### config.mk
export PLATFORM = sky130hd
export DESIGN_NAME = fetch_unit
export DESIGN_NICKNAME = d
export VERILOG_FILES = /design/src/rtl/fetch_pkg.sv /design/src/rtl/fetch_fifo.sv /design/src/rtl/fetch_unit.sv
export SDC_FILE = /design/constraint.sdc
export NUM_CORES = 1
export LEC_CHECK = 0
export BUFFER_PORTS_ARGS = -buffer_cell sky130_fd_sc_hd__buf_2
export CAP_MARGIN = 25
export CORE_ASPECT_RATIO = 1.5
export CORE_UTILIZATION = 45
export DETAILED_ROUTE_END_ITERATION = 10
export PLACE_DENSITY = 0.68
export RECOVER_POWER = 50
export SYNTH_ARGS = -nofsm -noshare
export SYNTH_HDL_FRONTEND = slang
export SYNTH_SLANG_ARGS = --single-unit
### constraint.sdc
create_clock -name clk -period 5.1 [get_ports clk]
set_clock_uncertainty 0.15 [all_clocks]
set_input_delay 0.51 -clock clk [delete_from_list [all_inputs] [get_ports clk]]
set_output_delay 0.51 -clock clk [all_outputs]
set_load 0.05 [all_outputs]
### src/rtl/fetch_pkg.sv
// fetch_pkg: shared types and defaults for the instruction fetch unit
package fetch_pkg;
   localparam int XLEN = 32;
   localparam logic [XLEN-1:0] RESET_PC_DEF = 32'h0000_0000;
   localparam int FIFO_DEPTH_DEF = 2;
   typedef enum logic {BOOT, RUN} state_e;
   typedef struct packed {
      logic [XLEN-1:0] pc;
      logic [XLEN-1:0] inst;
   } fetch_entry_t;
endpackage

### src/rtl/fetch_fifo.sv
// fetch_fifo: synchronous {pc, inst} buffer with push, pop, flush and occupancy count
module fetch_fifo import fetch_pkg::*; #(
   parameter int DEPTH = FIFO_DEPTH_DEF,
   localparam int AW = $clog2(DEPTH),
   localparam int CW = AW + 1
)(
   input  logic          clk,
   input  logic          rst,
   input  logic          push_i,
   input  fetch_entry_t  data_i,
   input  logic          pop_i,
   input  logic          flush_i,
   output fetch_entry_t  head_o,
   output logic [CW-1:0] count_o
);
   fetch_entry_t  mem_q [DEPTH];
   logic [AW-1:0] wr_q, rd_q;
   logic [CW-1:0] count_q;
   // entry storage; contents need no reset because the count gates visibility
   always_ff @(posedge clk) if (push_i) mem_q[wr_q] <= data_i;
   // pointers and occupancy; a flush empties the buffer like a reset
   always_ff @(posedge clk) begin
      if (rst || flush_i) begin
         wr_q    <= '0;
         rd_q    <= '0;
         count_q <= '0;
      end else begin
         if (push_i) wr_q <= wr_q + 1'b1;
         if (pop_i) rd_q <= rd_q + 1'b1;
         count_q <= count_q + CW'(push_i) - CW'(pop_i);
      end
   end
   assign head_o  = mem_q[rd_q];
   assign count_o = count_q;
endmodule

### src/rtl/fetch_unit.sv
// fetch_unit: SRAM instruction fetch with buffered decode handoff; FETCH_PERF_CNT_EN adds perf counters
module fetch_unit import fetch_pkg::*; #(
   parameter logic [XLEN-1:0] RESET_PC   = RESET_PC_DEF,
   parameter int              FIFO_DEPTH = FIFO_DEPTH_DEF
)(
   input  logic            clk,
   input  logic            rst,
   output logic [XLEN-1:0] im_addr,
   output logic            im_cs,
   input  logic [XLEN-1:0] inst,
   input  logic            redirect_valid,
   input  logic [XLEN-1:0] redirect_pc,
   output logic            if_valid,
   input  logic            if_ready,
   output logic [XLEN-1:0] if_inst,
   output logic [XLEN-1:0] if_pc
`ifdef FETCH_PERF_CNT_EN
   ,
   output logic [XLEN-1:0] perf_fetched,
   output logic [XLEN-1:0] perf_stall
`endif
);
   localparam int CW = $clog2(FIFO_DEPTH) + 1;
   state_e          state_q, state_d;
   logic [XLEN-1:0] fetch_pc_q, fetch_pc_d, inflight_pc_q;
   logic            inflight_q, pop, push;
   logic [CW-1:0]   count;
   logic [CW:0]     occ;
   fetch_entry_t    head, push_data;
   assign pop       = if_valid && if_ready;
   assign push      = inflight_q && !redirect_valid;
   assign push_data = {inflight_pc_q, inst};
   assign occ       = {1'b0, count} + (CW+1)'(inflight_q) - (CW+1)'(pop);
   assign im_addr   = fetch_pc_q;
   // next state, issue decision (room for the response after this cycle's pop) and fetch pointer
   always_comb begin
      state_d    = (state_q == BOOT) ? RUN : state_q;
      im_cs      = (state_q == RUN) && !rst && !redirect_valid && (occ < (CW+1)'(FIFO_DEPTH));
      fetch_pc_d = redirect_valid ? (redirect_pc & {{(XLEN-2){1'b1}}, 2'b00}) :
                   im_cs ? fetch_pc_q + XLEN'(4) : fetch_pc_q;
   end
   // state, fetch pointer and the single outstanding SRAM request
   always_ff @(posedge clk) begin
      if (rst) begin
         state_q       <= BOOT;
         fetch_pc_q    <= RESET_PC;
         inflight_q    <= 1'b0;
         inflight_pc_q <= '0;
      end else begin
         state_q       <= state_d;
         fetch_pc_q    <= fetch_pc_d;
         inflight_q    <= im_cs;
         inflight_pc_q <= fetch_pc_q;
      end
   end
   fetch_fifo #(.DEPTH(FIFO_DEPTH)) u_fifo (
      .clk     (clk),
      .rst     (rst),
      .push_i  (push),
      .data_i  (push_data),
      .pop_i   (pop),
      .flush_i (redirect_valid),
      .head_o  (head),
      .count_o (count)
   );
   assign if_valid = count != '0;
   assign if_pc    = if_valid ? head.pc : '0;
   assign if_inst  = if_valid ? head.inst : '0;
`ifdef FETCH_PERF_CNT_EN
   // accepted instructions and cycles where decode waited on an empty buffer
   always_ff @(posedge clk) begin
      if (rst) begin
         perf_fetched <= '0;
         perf_stall   <= '0;
      end else begin
         perf_fetched <= perf_fetched + XLEN'(pop);
         perf_stall   <= perf_stall + XLEN'(if_ready && !if_valid);
      end
   end
`endif
endmodule
# Word level (Yosys, flattened, before mapping)
# Memory sizes are Yosys's and may differ from the RTL's. A register that Yosys moved wholly into a read port is not among the register bits.
# Cells that the tools add are included.
dict set report totals {
  ramBits 128
  ff_bits 70
  n_memories 1
  romBits 0
  latch_bits 0
}
dict set report classes {
  n_eq_ne 0
  reduce_logical 11
  add_sub_neg 7
  n_mul 0
  shifts 0
  n_div 0
  bitwise 0
  order_cmp 1
  muxes 9
}
# memory words word_bits rd rd_ports_with_merged_regs wr line_no
set mem_list {}
lappend mem_list {u_fifo.mem_q 2 64 1 1 1 fetch_fifo.sv:16} ;# fetch_entry_t mem_q [DEPTH];
# op count
set op_table {}
lappend op_table {{$mux 32} 4}
lappend op_table {{$add 32x3->32 const B} 1}
lappend op_table {{$logic_and 1x1->1} 5}
lappend op_table {{$mux 1} 5}
lappend op_table {{$reduce_bool 2->1} 2}
lappend op_table {{$add 2x1->3} 1}
lappend op_table {{$lt 3x2->1 const B} 1}
lappend op_table {{$sub 3x1->3} 1}
lappend op_table {{$add 1x1->1 const B} 2}
lappend op_table {{$add 2x1->2} 1}
lappend op_table {{$logic_not 1->1} 2}
lappend op_table {{$reduce_or 2->1} 1}
lappend op_table {{$sub 2x1->2} 1}
lappend op_table {{$logic_or 1x1->1} 1}

# Longest topological paths before layout
dict set report depth {
  word_depth 7
  ltp_mapped 12
  ltp_nobuf 12
}

# Modules after synthesis
# From an unflattened synthesis, not the netlist that was laid out.
dict set report hier_totals {
  hier_cells 596
  hier_area_um2 8300.5
}
# mod n_inst cells_per_inst seq_area_each_um2 area_per_inst_um2
set by_module_without_submodules {}
lappend by_module_without_submodules {fetch_fifo 1 218 3943.8 5133.7}
lappend by_module_without_submodules {fetch_unit 1 378 1241.2 3166.8}

# Least setup slack after synthesis
# OpenSTA, ideal clock, no wires.
dict set report synth_path {
  kind {in2reg}
  startpoint {input redirect_valid}
  endpoint {memory u_fifo.mem_q[0][0] (netlist bit) (enable)}
  path_slack_ps 861
  setup_time_ps 490
  arrival_ps 3599
  cell_stages 3
  path_cell_list {buf_2 -> nor2b_1 -> nor2b_1}
}
dict set report synth_between {
  elab_chain_cells 4
}
# item line_no
set synth_lines {}
lappend synth_lines {{start: declaration} fetch_unit.sv:11} ;# input logic redirect_valid,
lappend synth_lines {{$logic_not 1->1} fetch_unit.sv:31} ;# assign push = inflight_q && !redirect_valid;
lappend synth_lines {{$logic_and 1x1->1} fetch_unit.sv:31}
lappend synth_lines {{named net push} fetch_unit.sv:26} ;# logic inflight_q, pop, push;
lappend synth_lines {{$mux 1} fetch_fifo.sv:20} ;# always_ff @(posedge clk) if (push_i) mem_q[wr_q] <= data_i;
lappend synth_lines {{$mux 1 (not written as such)} fetch_fifo.sv:20}
lappend synth_lines {{end: declaration} fetch_fifo.sv:16}
# The timed path passes the listed nets, and every way through them passes these cells.

# Worst setup path in the final report
dict set report layout_path {
  startpoint {register u_fifo.count_q[1], in the netlist u_fifo.count_o[1]}
  endpoint {output im_cs}
}
dict set report layout_between {
  elab_chain_cells 5
  word_cells_on_any_way 6
  cone_classes {add/sub (2); order compare (1); reduce/logical (3)}
}
# item line_no
set layout_lines {}
lappend layout_lines {{start: declaration} fetch_fifo.sv:18} ;# logic [CW-1:0] count_q;
lappend layout_lines {{start signal: assignment} fetch_fifo.sv:30} ;# count_q <= count_q + CW'(push_i) - CW'(pop_i);
lappend layout_lines {{$reduce_bool 2->1} fetch_unit.sv:66} ;# assign if_valid = count != '0;
lappend layout_lines {{$logic_and 1x1->1} fetch_unit.sv:30} ;# assign pop = if_valid && if_ready;
lappend layout_lines {{named net pop} fetch_unit.sv:26}
lappend layout_lines {{$sub 3x1->3} fetch_unit.sv:33} ;# assign occ = {1'b0, count} + (CW+1)'(inflight_q) - (CW+1)'(pop);
lappend layout_lines {{$lt 3x2->1} fetch_unit.sv:38} ;# im_cs = (state_q == RUN) && !rst && !redirect_valid && (occ < (CW+1)'(FIFO_DEPTH));
lappend layout_lines {{$logic_and 1x1->1} fetch_unit.sv:38}
lappend layout_lines {{end: declaration} fetch_unit.sv:9} ;# output logic im_cs,
# The timed path passes the listed nets, and every way through them passes these cells.

==> results list <==
- The initial utilization of the core area, before any placement, comes to 0.464.
* Post-CTS Repair Setup Buffers: 0
- Vias in the first global route: approximately 5000
- Cell Count, Final, Fillers Out: just under 1000
- In this run the tightest slew margin relative to its limit is -0.213.
- The min-delay analysis places its worst path in the category in -> reg.
* Setup slack at placement: 1620 ps
* Unrepaired setup endpoints after global routing: no
* Area growth from synthesis to layout: 20.1%
- TritonCTS buffer count: 17
- I/O pin count: 166
- After routing, the total negative slack on setup checks comes to 0 ps.
- Iteration count of the initial detailed-routing pass: 5
- Total routed wirelength: 15200 microns
- Layout cells sized above 1: 0.219
- Number of diodes added for antenna fixing: 0
- The analysis attributes to cell leakage a power of about 3.3 nW.
- After synthesis, the cell types taking the most area are edfxtp_1 49%, dfxtp_1 18%, mux2i_1 8.2%.
- Cell count after placement: just over 900
* Sequential share of the synthesized area: 0.665
* Root cell of the clock tree: clkbuf_16
* Global-route wire length before repair: approximately 24000 microns
- VDD sags by at most 194 uV.
- For the finished layout, the period the worst path requires is 3870 ps.
- Row generation in the floorplan step produced 57 rows.
* Number of vias per cell after detailed routing: 5.15
* Cells after Synth: 592
- In the final routed layout, each cell accounts on average for 15.8 microns.
- Flip-flop cell with the highest count after synthesis: edfxtp_1
* Transition time of the tightest slew-check pin: roughly 1800 ps
* Footprint of the multi-input gates: 2340 sq um
- Clock transition at the registers of the reported paths: approximately 80 ps
- Sinks on Clock Net: between 150 and 200
- In this run the power density over the cells is between 300 and 400 nW/um^2.
* Outcome: complete, but fails checks
* Startpoint of the lowest-slack hold path: inst[13]
- Core area: 16400 sq um
- The number of antenna violations at the first check in global routing came to 0.
- Clock latency of the later-clocked register in the worst-skew pair: 430 ps
- Count of routing violations after the opening detailed-route iteration: around 210
* Cell type contributing the most total cell area after synthesis: edfxtp_1
- At the worst endpoint, the required time is roughly 4400 ps.
- The clock passes through at most 2 buffers.
- Largest net degree at the start of global routing: 68
* GRT Total Usage: 0.177
* Critical Path Start: u_fifo.count_o[1]$_SDFF_PP0_
- By startpoint and endpoint, the worst setup path is classified as reg -> out.
* Share of async-settable or async-resettable flops after synthesis: 0
- During synthesis, Yosys emitted a total of 0 warnings.
* Die area: 17500 sq um
- STA classifies the critical path endpoint as a primary output.
* Violated checks: max-capacitance violations, max-slew violations
- Cell area after placement: about 8600 sq um
- Of all nets on the critical path, the largest fanout is 14.
- Endpoint arrival time on the critical path: 3210 ps
- Max-cap violations in this run came to 3.
- The number of failing hold endpoints at the final stage was 0.
- CTS-repair resized insts: 0
- Final number of setup-violating endpoints: 0
- Via count: roughly 4900
- The sequential cells in the finished layout cover a total of about 5000 sq um.
* Fraction of synthesized cell area taken by the top area cell type: 0.489
- Final layout net count: 815
- The worst setup path is launched from a register.
* Horizontal extent of the die: 108 microns
- Global route total overflow: 0
- Cell area after synthesis: 7610 sq um
* Final weighted congestion in routability-driven placement: 0.815
* Final Slew Violations: 81
* Die Height: 161 microns
* EDFF count, synth: 124
- Detailed placement ended at an HPWL of between 10000 and 15000 microns.
* Number of routed nets with antenna violations: 0
- The worst register-to-register path begins at u_fifo.count_o[1]$_SDFF_PP0_.
- Input and output buffers added on the ports amount to between 150 and 200.
- The H-tree was split into 4 levels.
- Synth Register Bits: around 190
* Post-route cell area: about 9100 sq um
* Clock tree from TritonCTS: built
- Hold repair after CTS inserted 0 buffers.
* Fin crit share: 0.760
* Mapped Avg Cell Area: ~13 sq um
- Setup slack on the critical path of the routed design comes to between 1000 and 1500 ps.
- DRC violation count after routing: 0
* Unique masters post-synth: 50
- Count of fill cells added during filler insertion: 1437
- Upper clock frequency limit: 258 MHz
==> metrics by stage <==
stage / total power, mW / hold WS [ps] / utilization
floorplan: 1.91 / 254 / -
global placement: 1.98 / 258 / 0.522
detailed placement: 1.99 / 266 / 0.522
CTS: 3.29 / 103 / 0.558
global route: 3.36 / 107 / 0.557
finish: 3.25 / 125 / 0.557
==> kinds of logic (layout without fill, tap and decap cells) <==
| logic type | Yosys count | in the layout | share of synthesized area |
|---|---|---|---|
| compound gates | 74 | 74 | 0.0628 |
| xor+xnor | 15 | 15 | 0.0173 |
| fa+ha+maj | 5 | 5 | 0.00920 |
| buf+inv | 51 | 211 | 0.0301 |
| flops | 191 | 191 | 0.665 |
| mux | 63 | 63 | 0.0830 |
| other cells | 1 | 4 | 0.000493 |
| simple gates | 192 | 192 | 0.132 |
==> cells in the mapped netlist, drive strengths merged (6+ instances only) <==
cell	count
buf	19
o21ai	7
nor2b	29
and4	6
xnor2	15
a21oi	20
and2	11
mux2i	62
inv	13
nor4	8
nand2	20
a31oi	14
o22ai	13
nor3	15
dfxtp	67
edfxtp	124
clkbuf	19
nor2	78
nand3	11
==> power breakdown <==
part	switching [mW]	internal, mW	leakage (nW)
Combinational	0.166	0.0661	1.32
Sequential	0.0356	1.68	1.68
Clock	0.616	0.684	0.295
Total	0.817	2.43	3.30
==> critical path, cell delays in order (launching register included) <==
cell and delay [ps]:
dfxtp_1 470, nor2_4 50, nor2b_1 220, ha_1 270
inv_1 80, nand2_1 70, fa_1 490, and4bb_2 250
nand2_1 280, inv_2 300, buf_2 310
==> layer usage <==
layer  wire, microns  global-route usage  vias to the layer above
li1                -                   -                     2446
met4             113              0.0542                        0
met1            5980               0.198                     2355
met3             564              0.0327                        8
met5               0                   0                        -
met2            8500               0.332                      137
==> path summary, 6_finish.rpt <==
check,endpoint,slack (ps),depth (start not counted)
worst max-delay path,im_cs,1230,10
worst min-delay path,u_fifo.mem_q[0][13]$_DFFE_PP_,130,1
worst max register to register,im_addr[13]$_SDFFE_PP0P_,1740,11
worst min register to register,u_fifo.mem_q[1][46]$_DFFE_PP_,280,0
==> layout make-up <==
| cell class | instances | share of cell area |
|---|---|---|
| clock buffers | 18 | 0.0493 |
| inverters | 13 | 0.00534 |
| flip-flops and latches | 191 | 0.554 |
| clock inverters | 14 | 0.0160 |
| multi-input cells | 353 | 0.256 |
| well taps | 206 | 0.0282 |
| repair buffers | 166 | 0.0910 |
==> layout by cell type (no fill, tap or decap), drive strengths merged, types with 7 or more instances in the layout <==
cell      n
edfxtp  124
nand3    11
nor2b    29
a21oi    20
nand2    20
clkbuf   63
mux2i    62
buf     121
o22ai    13
nor3     15
and2     11
inv      21
a31oi    14
nor2     78
nor4      8
o21ai     7
xnor2    15
dfxtp    67
==> state kept, by name (all words and copies together), names as in the netlist, named ones only <==
register,cells
im_addr,30
u_fifo.count_o,2
u_fifo.rd_q,1
inflight_pc_q,30
u_fifo.mem_q,124
u_fifo.wr_q,1
inflight_q,1
state_q,1
Power figures use the tool's default switching activity.
